<file path="config.mk">
export PLATFORM = sky130hd
export DESIGN_NAME = load_store_unit
export DESIGN_NICKNAME = d
export VERILOG_FILES = /design/src/rtl/load_store_unit.sv
export SDC_FILE = /design/constraint.sdc
export NUM_CORES = 1
export LEC_CHECK = 0
export CAP_MARGIN = 10
export CELL_PAD_IN_SITES_DETAIL_PLACEMENT = 1
export CELL_PAD_IN_SITES_GLOBAL_PLACEMENT = 1
export CORE_ASPECT_RATIO = 0.7
export CORE_UTILIZATION = 25
export CTS_BUF_LIST = sky130_fd_sc_hd__clkbuf_8
export DETAILED_ROUTE_END_ITERATION = 6
export GPL_ROUTABILITY_DRIVEN = 0
export PLACE_DENSITY = 0.64
export SYNTH_ARGS = -nofsm -noshare
export SYNTH_HDL_FRONTEND = slang
export SYNTH_SLANG_ARGS = --single-unit
</file>
<file path="constraint.sdc">
create_clock -name clk -period 3.6 [get_ports clk]
set_input_delay 1.08 -clock clk [delete_from_list [all_inputs] [get_ports clk]]
set_output_delay 1.08 -clock clk [all_outputs]
set_load 0.02 [all_outputs]
</file>
<file path="src/rtl/load_store_unit.sv">
// Memory-stage load/store unit: one data-memory transaction per request over a
// valid/ready bus, with lane steering, load extension, and error reporting.
module load_store_unit #(
  parameter int unsigned TIMEOUT_CYCLES = 255
) (
  input  logic        clk,
  input  logic        rst_n,
  input  logic        req_valid,
  output logic        req_ready,
  input  logic        req_we,
  input  logic [1:0]  req_size,
  input  logic        req_unsigned,
  input  logic [31:0] req_addr,
  input  logic [31:0] req_wdata,
  output logic        mem_valid,
  input  logic        mem_ready,
  output logic        mem_we,
  output logic [31:0] mem_addr,
  output logic [3:0]  mem_wstrb,
  output logic [31:0] mem_wdata,
  input  logic [31:0] mem_rdata,
  output logic        resp_valid,
  output logic [31:0] resp_rdata,
  output logic [1:0]  resp_err,
  output logic        stall
);

  // Counter is at least 8 bits wide, wider if the timeout needs it.
  localparam int CLOG_W = $clog2(TIMEOUT_CYCLES + 1);
  localparam int CW     = (CLOG_W > 8) ? CLOG_W : 8;
  localparam logic [CW-1:0] TO_LAST =
    (TIMEOUT_CYCLES == 0) ? '0 : CW'(TIMEOUT_CYCLES - 1);

  localparam logic [1:0] ERR_OK       = 2'b00;
  localparam logic [1:0] ERR_MISALIGN = 2'b01;
  localparam logic [1:0] ERR_TIMEOUT  = 2'b10;
  localparam logic [1:0] ERR_SIZE     = 2'b11;

  typedef enum logic [1:0] {
    S_IDLE = 2'b00,
    S_REQ  = 2'b01,
    S_RESP = 2'b10
  } state_t;

  state_t         state_q;
  logic           mem_valid_q;
  logic           mem_we_q;
  logic [31:0]    mem_addr_q;
  logic [3:0]     mem_wstrb_q;
  logic [31:0]    mem_wdata_q;
  logic [1:0]     size_q;
  logic           unsigned_q;
  logic [1:0]     off_q;
  logic [CW-1:0]  cnt_q;
  logic           resp_valid_q;
  logic [31:0]    resp_rdata_q;
  logic [1:0]     resp_err_q;

  logic           size_rsvd;
  logic           misaligned;
  logic [3:0]     wstrb_d;
  logic [31:0]    wdata_d;
  logic [31:0]    load_data_d;
  logic [7:0]     byte_sel;
  logic [15:0]    half_sel;
  logic           timeout_hit;

  // Request legality: reserved size is checked ahead of alignment.
  always_comb begin
    size_rsvd  = (req_size == 2'b11);
    misaligned = ((req_size == 2'b01) && req_addr[0]) ||
                 ((req_size == 2'b10) && (req_addr[1:0] != 2'b00));
  end

  // Store lane steering: strobes from size/offset, data replicated across lanes.
  always_comb begin
    wstrb_d = 4'b0000;
    wdata_d = 32'h0;
    if (req_we) begin
      case (req_size)
        2'b00: begin
          wstrb_d = 4'b0001 << req_addr[1:0];
          wdata_d = {4{req_wdata[7:0]}};
        end
        2'b01: begin
          wstrb_d = req_addr[1] ? 4'b1100 : 4'b0011;
          wdata_d = {2{req_wdata[15:0]}};
        end
        2'b10: begin
          wstrb_d = 4'b1111;
          wdata_d = req_wdata;
        end
        default: begin
          wstrb_d = 4'b0000;
          wdata_d = 32'h0;
        end
      endcase
    end
  end

  // Load extraction: pick the addressed lane and sign- or zero-extend it.
  always_comb begin
    case (off_q)
      2'b00:   byte_sel = mem_rdata[7:0];
      2'b01:   byte_sel = mem_rdata[15:8];
      2'b10:   byte_sel = mem_rdata[23:16];
      default: byte_sel = mem_rdata[31:24];
    endcase
    half_sel = off_q[1] ? mem_rdata[31:16] : mem_rdata[15:0];
    case (size_q)
      2'b00:   load_data_d = {{24{byte_sel[7]  & ~unsigned_q}}, byte_sel};
      2'b01:   load_data_d = {{16{half_sel[15] & ~unsigned_q}}, half_sel};
      default: load_data_d = mem_rdata;
    endcase
  end

  // Last permitted wait cycle; a zero timeout never fires.
  always_comb begin
    timeout_hit = (TIMEOUT_CYCLES != 0) && (cnt_q == TO_LAST);
  end

  // Transaction FSM with all bus and response outputs registered.
  always_ff @(posedge clk or negedge rst_n) begin
    if (!rst_n) begin
      state_q      <= S_IDLE;
      mem_valid_q  <= 1'b0;
      mem_we_q     <= 1'b0;
      mem_addr_q   <= 32'h0;
      mem_wstrb_q  <= 4'b0000;
      mem_wdata_q  <= 32'h0;
      size_q       <= 2'b00;
      unsigned_q   <= 1'b0;
      off_q        <= 2'b00;
      cnt_q        <= '0;
      resp_valid_q <= 1'b0;
      resp_rdata_q <= 32'h0;
      resp_err_q   <= ERR_OK;
    end else begin
      case (state_q)
        S_IDLE: begin
          resp_valid_q <= 1'b0;
          resp_rdata_q <= 32'h0;
          resp_err_q   <= ERR_OK;
          if (req_valid) begin
            size_q     <= req_size;
            unsigned_q <= req_unsigned;
            off_q      <= req_addr[1:0];
            if (size_rsvd || misaligned) begin
              // Illegal request: answer directly, never touch the bus.
              state_q      <= S_RESP;
              resp_valid_q <= 1'b1;
              resp_err_q   <= size_rsvd ? ERR_SIZE : ERR_MISALIGN;
            end else begin
              state_q     <= S_REQ;
              mem_valid_q <= 1'b1;
              mem_we_q    <= req_we;
              mem_addr_q  <= {req_addr[31:2], 2'b00};
              mem_wstrb_q <= wstrb_d;
              mem_wdata_q <= wdata_d;
              cnt_q       <= '0;
            end
          end
        end
        S_REQ: begin
          if (mem_ready) begin
            // A ready on the last wait cycle still completes normally.
            state_q      <= S_RESP;
            mem_valid_q  <= 1'b0;
            resp_valid_q <= 1'b1;
            resp_rdata_q <= mem_we_q ? 32'h0 : load_data_d;
            resp_err_q   <= ERR_OK;
          end else if (timeout_hit) begin
            state_q      <= S_RESP;
            mem_valid_q  <= 1'b0;
            resp_valid_q <= 1'b1;
            resp_rdata_q <= 32'h0;
            resp_err_q   <= ERR_TIMEOUT;
          end else begin
            cnt_q <= cnt_q + 1'b1;
          end
        end
        S_RESP: begin
          state_q      <= S_IDLE;
          resp_valid_q <= 1'b0;
          resp_rdata_q <= 32'h0;
          resp_err_q   <= ERR_OK;
        end
        default: begin
          state_q <= S_IDLE;
        end
      endcase
    end
  end

  assign req_ready  = (state_q == S_IDLE);
  assign stall      = (state_q != S_IDLE);
  assign mem_valid  = mem_valid_q;
  assign mem_we     = mem_we_q;
  assign mem_addr   = mem_addr_q;
  assign mem_wstrb  = mem_wstrb_q;
  assign mem_wdata  = mem_wdata_q;
  assign resp_valid = resp_valid_q;
  assign resp_rdata = resp_rdata_q;
  assign resp_err   = resp_err_q;

endmodule

</file>
# After elaboration in Yosys (flattened, before gate mapping)
# Cells that the tools add are included.
word_totals:
  reg_bits: 118
  latchBits: 0
  ram_bits: 0
  mem_bits_ro: 0
  inputBits: 104
  out_inout_bits: 107
  wordCells: 91
  memories: 0
op_classes:
  add_sub_neg: 1
  n_mul: 0
  n_div: 0
  n_lt_le_gt_ge: 0
  eq_ne: 14
  shifts: 1
  n_mux: 37
  n_bitwise: 4
  reduce_logical: 21
op_table:
  columns: ["op", "n"]
  rows:
  - ["$mux 32", 4]
  - ["$pmux 32 s2", 2]
  - ["$pmux 32 s3", 1]
  - ["$mux 8", 4]
  - ["$pmux 8 s3", 1]
  - ["$mux 16", 1]
  - ["$mux 2", 8]
  - ["$pmux 8 s2", 1]
  - ["$pmux 4 s3", 1]
  - ["$add 8x1->8 const B", 1]
  - ["$eq 2x1->1 const B", 4]
  - ["$eq 2x2->1 const B", 4]
  - ["$eq 8x8->1 const B", 1]
  - ["$logic_not 2->1", 4]
  - ["$mux 1", 8]
  - ["$mux 4", 2]
  - ["$ne 2x2->1 const B", 4]
  - ["$reduce_and 2->1", 4]
  - ["$reduce_bool 2->1", 4]
  - ["$pmux 2 s3", 1]
  - ["$reduce_and 5->1", 1]
  - ["$pmux 2 s2", 1]
  - ["$reduce_and 4->1", 1]
  - ["$shl 1x2->4 const A", 1]
  - ["10 further kinds", 14]

# Depth between registers and ports, before layout
# Gate-level depths: netlist (run 1).
logic_depth:
  ltp_word: 7
  ltp_mapped: 9
  mapped_depth_nobuf: 6

# Least setup slack after synthesis (run 1)
# OpenSTA, ideal clock, no wires.
synth_path:
  path_kind: "input-to-reg"
  startpoint: "input port req_valid"
  endpoint: "register mem_addr_q[25], in the netlist mem_addr[25]"
  setup_time_ns: 0.125
  arrival_time_ns: 2.127
  required_time_ns: 3.475
  slack_ns: 1.348
  path_stages: 5
  cell_sequence: "nand2_1 > o21bai_2 > buf_2 > buf_4 > mux2_2"
synth_between:
  elab_chain_len: 1
synth_lines:
  columns: ["element", "line_no", "text"]
  rows:
  - ["start, declared", "8", "input logic req_valid,"]
  - ["$reduce_and 3->1 (no source line)", null, null]
  - ["end signal, assigned", "157", "mem_addr_q <= {req_addr[31:2], 2'b00};"]
  - ["end, declared", "48", "logic [31:0] mem_addr_q;"]
# Every way passes these cells.
# A chain may end at the register's enable or synchronous reset.

# Worst setup path in the final report (run 1)
layout_path:
  startpoint: "register state_q[1]"
  endpoint: "output port stall"
layout_between:
  elab_chain_len: 1
layout_lines:
  columns: ["element", "line_no", "text"]
  rows:
  - ["start, declared", "45", "state_t state_q;"]
  - ["start signal, assigned", "125", "state_q <= S_IDLE;"]
  - ["start signal, assigned", "150", "state_q <= S_RESP;"]
  - ["start signal, assigned", "154", "state_q <= S_REQ;"]
  - ["$reduce_bool 2->1", "196", "assign stall = (state_q != S_IDLE);"]
  - ["end, declared", "25", "output logic stall"]
# Every way passes these cells.

==> flow_metrics.env, run 1 <==
export IMPL_status="finished clean"
export IMPL_drc=0
export IMPL_worst_ep_arrival_time_ns=2.17
export IMPL_synth_area_leaders="dfrtp_1 51%, mux2_2 7.9%, nand2_1 5.1%, o21ai_0 4.3%, a32o_1 3.8%"
export IMPL_synthFlopType="dfrtp_1"
export IMPL_grt_max_degree=82
export IMPL_fp_dieW_um=185
export IMPL_cts_root_buf="clkbuf_8"
export IMPL_dr_total_vias=5121
export IMPL_critPathKind="reg2out"
export IMPL_fmax_mhz=308
export IMPL_num_rows=46
export IMPL_wl_per_cell_um=18.2
export IMPL_nets=862
export IMPL_antenna_found_initial=1
export IMPL_dieArea_mm2=0.0240
export IMPL_powerDensity_mw_per_mm2=724
export IMPL_finalWirelength_mm=19.6
export IMPL_ctsHoldBuffers=0
export IMPL_synthDominantCellAreaShare_pct=50.6
export IMPL_power_frac_comb_pct=46.1
export IMPL_clkPwrFrac_pct=21.1
export IMPL_slew_violations=0
export IMPL_synth_common_cells="118 x dfrtp_1, 79 x nand2_1, 50 x o21ai_0, 41 x mux2_2, 34 x nand2b_1"
export IMPL_grt_pass1_wl_mm=30.6
export IMPL_multi_input_comb_area_mm2=0.00263
export IMPL_io_buffers=208
export IMPL_cts_tree="done"
export IMPL_ctsResizeCount=0
export IMPL_synth_edf_count=0
export IMPL_gr_usage_all_layers_pct=16.8
export IMPL_async_reset_ff_share_pct=100
export IMPL_core_area_mm2=0.0228
export IMPL_fin_crit_sh_pct=90.3
export IMPL_drt_antenna_violating_nets=0
export IMPL_tightest_slew_ns=0.826
export IMPL_cp_end_kind="output pin"
export IMPL_fin_skew_ns=0.0169
export IMPL_layout_drive_gt1_share_pct=12.9
export IMPL_drt_initial_drc_count=244
export IMPL_ys_warn_count=0
export IMPL_cts_path_max_buffers=2
export IMPL_cts_setup_buffers=0
export IMPL_seqCellArea_mm2=0.00295
export IMPL_peakVddDrop_mv=0.358
export IMPL_yosysTopAreaCell="dfrtp_1"
export IMPL_ys_ff_latch=118
export IMPL_syn_instance_count=552
export IMPL_path_clk_slew_ns=0.07
export IMPL_r2r_cells=5
export IMPL_syn_avg_cell_area_um2=10.6
export IMPL_clk_latency_ns=0.46
export IMPL_maxCapViolCount=0
export IMPL_dr_pass1_iters=4
export IMPL_grt_pass1_vias=5490
export IMPL_fin_setup_tns_ns=0
export IMPL_finalSetupViolCount=0
export IMPL_period_minus_slack_ns=3.25
export IMPL_cp_max_fo=9
export IMPL_htreeDepth=4
export IMPL_dpl_hpwl_mm=14.6
export IMPL_syn_to_final_growth_pct=48.4
export IMPL_hold_viol=0
export IMPL_synth_cell_type_count=52
export IMPL_gr_total_overflow=0
export IMPL_synth_area_mm2=0.00584
export IMPL_critPathLaunchType="flip-flop"
export IMPL_nFillCells=2532
export IMPL_critPathRequiredTime_ns=2.52
export IMPL_switching_share_pct=39.1
export IMPL_switchingPower_mw=2.46
export IMPL_cts_buffers=17
export IMPL_seqPwrFrac_pct=32.9
export IMPL_timing_hold_ws_ns=0.480
export IMPL_yosysMostFrequentCell="dfrtp_1"
export IMPL_min_path_type="reg2reg"
export IMPL_die_y_um=130
export IMPL_ios=211
export IMPL_slew_headroom_pct=44.8
export IMPL_rsz0062_at_grt="false"
export IMPL_p_int_mw=3.82
export IMPL_ys_seq_area_share_pct=50.6
export IMPL_clock_sinks=118
export IMPL_start_util_pct=25.6
export IMPL_hold_path_depth=2
export IMPL_leakagePower_nw=3.53
export IMPL_routed_via_density=4.75
-- worst max-delay path, stage by stage (launching register included) --
cell             delay [ns]
dfrtp_1                0.40
inv_1                  0.09
ha_1                   0.41
inv_1                  0.22
clkdlybuf4s50_1        0.59
-- power groups by stage --
stage | logic [mW] | registers, mW | clock network, mW
3_5_place_dp | 2.91 | 2.08 | 0
5_1_grt | 3.13 | 2.13 | 1.42
4_1_cts | 2.92 | 2.07 | 1.37
2_1_floorplan | 1.20 | 2.45 | 0
3_3_place_gp | 2.84 | 2.07 | 0
6_report | 2.89 | 2.06 | 1.32
-- state kept, by name (all words and copies together) (netlist names) --
signal / flops
mem_wstrb: 4
mem_valid: 1
size_q: 2
off_q: 2
unsigned_q: 1
resp_err: 2
state_q: 2
resp_valid: 1
mem_we: 1
mem_addr: 30
cnt_q: 8
resp_rdata: 32
mem_wdata: 32
-- per-layer routing --
| metal | vias up | track usage, % | routed length [µm] |
|---|---|---|---|
| li1 | 2401 | - | - |
| met4 | 0 | 4.52 | 151 |
| met1 | 2553 | 23.1 | 9510 |
| met2 | 155 | 25.1 | 8490 |
| met3 | 12 | 5.78 | 1480 |
| met5 | - | 0 | 0 |
-- layout by cell type, fill, tap and decap left out, types with 10 or more instances in the layout --
cell type	instances
nand2b_1	34
clkdlybuf4s50_1	207
a32o_1	22
buf_4	15
inv_1	12
o2bb2ai_1	24
dfrtp_1	118
mux2_2	41
nor2b_1	10
a21oi_1	24
nand2_1	79
mux2i_1	18
o21ai_0	50
clkbuf_8	17
-- final timing paths --
check	from	endpoint	slack, ns
max in group asynchronous	rst_n	mem_addr[13]	2.13
max reg2reg	off_q[1]	resp_rdata[24]	1.14
min	mem_wdata[16]	mem_wdata[16]	0.48
min in group asynchronous	rst_n	mem_wdata[27]	0.64
min reg2reg	mem_wdata[16]	mem_wdata[16]	0.48
max	state_q[1]	stall	0.35
-- through the flow --
stage / setup WS (ns) / cells / power [mW] / cell area [µm²] / util, %
detailed placement: 0.511 / 1046 / 4.99 / 8240 / 36.2
global route: 0.219 / 1078 / 6.68 / 8660 / 38.0
global placement: 0.625 / 1046 / 4.91 / 8240 / 36.2
finish: 0.351 / 1079 / 6.28 / 8660 / 38.0
floorplan: 1.35 / 553 / 3.65 / 5840 / -
CTS: 0.344 / 1078 / 6.36 / 8660 / 38.0
-- final cells by class --
cell class                      count  share of cell area [%]
Antenna cell                        1                  0.0289
Multi-Input combinational cell    381                    30.4
Sequential cell                   118                    34.1
Clock inverter                     15                    2.17
Tap cell                          312                    4.51
Inverter                           11                   0.477
Timing Repair Buffer              224                    25.7
Clock buffer                       17                    2.70
-- logic make-up after synthesis --
logic type	share of synthesized area, %
and+or+nand+nor	13.8
AOI/OAI and AO/OA	18.9
DFF	50.6
muxes	11.0
buffers and inverters	4.59
adders and majority gates	1.07
other	0.0642
No activity file was read; power rests on OpenSTA's default activity.
==> run 2: changes to the inputs <==
--- a/config.mk
+++ b/config.mk
@@ -5,7 +5,7 @@
 export SDC_FILE = /design/constraint.sdc
 export NUM_CORES = 1
 export LEC_CHECK = 0
-export CAP_MARGIN = 10
+export CAP_MARGIN = 0
 export CELL_PAD_IN_SITES_DETAIL_PLACEMENT = 1
 export CELL_PAD_IN_SITES_GLOBAL_PLACEMENT = 1
 export CORE_ASPECT_RATIO = 0.7
==> results of run 2 <==
Final layout, timing and power as in run 1 (identical DEF).
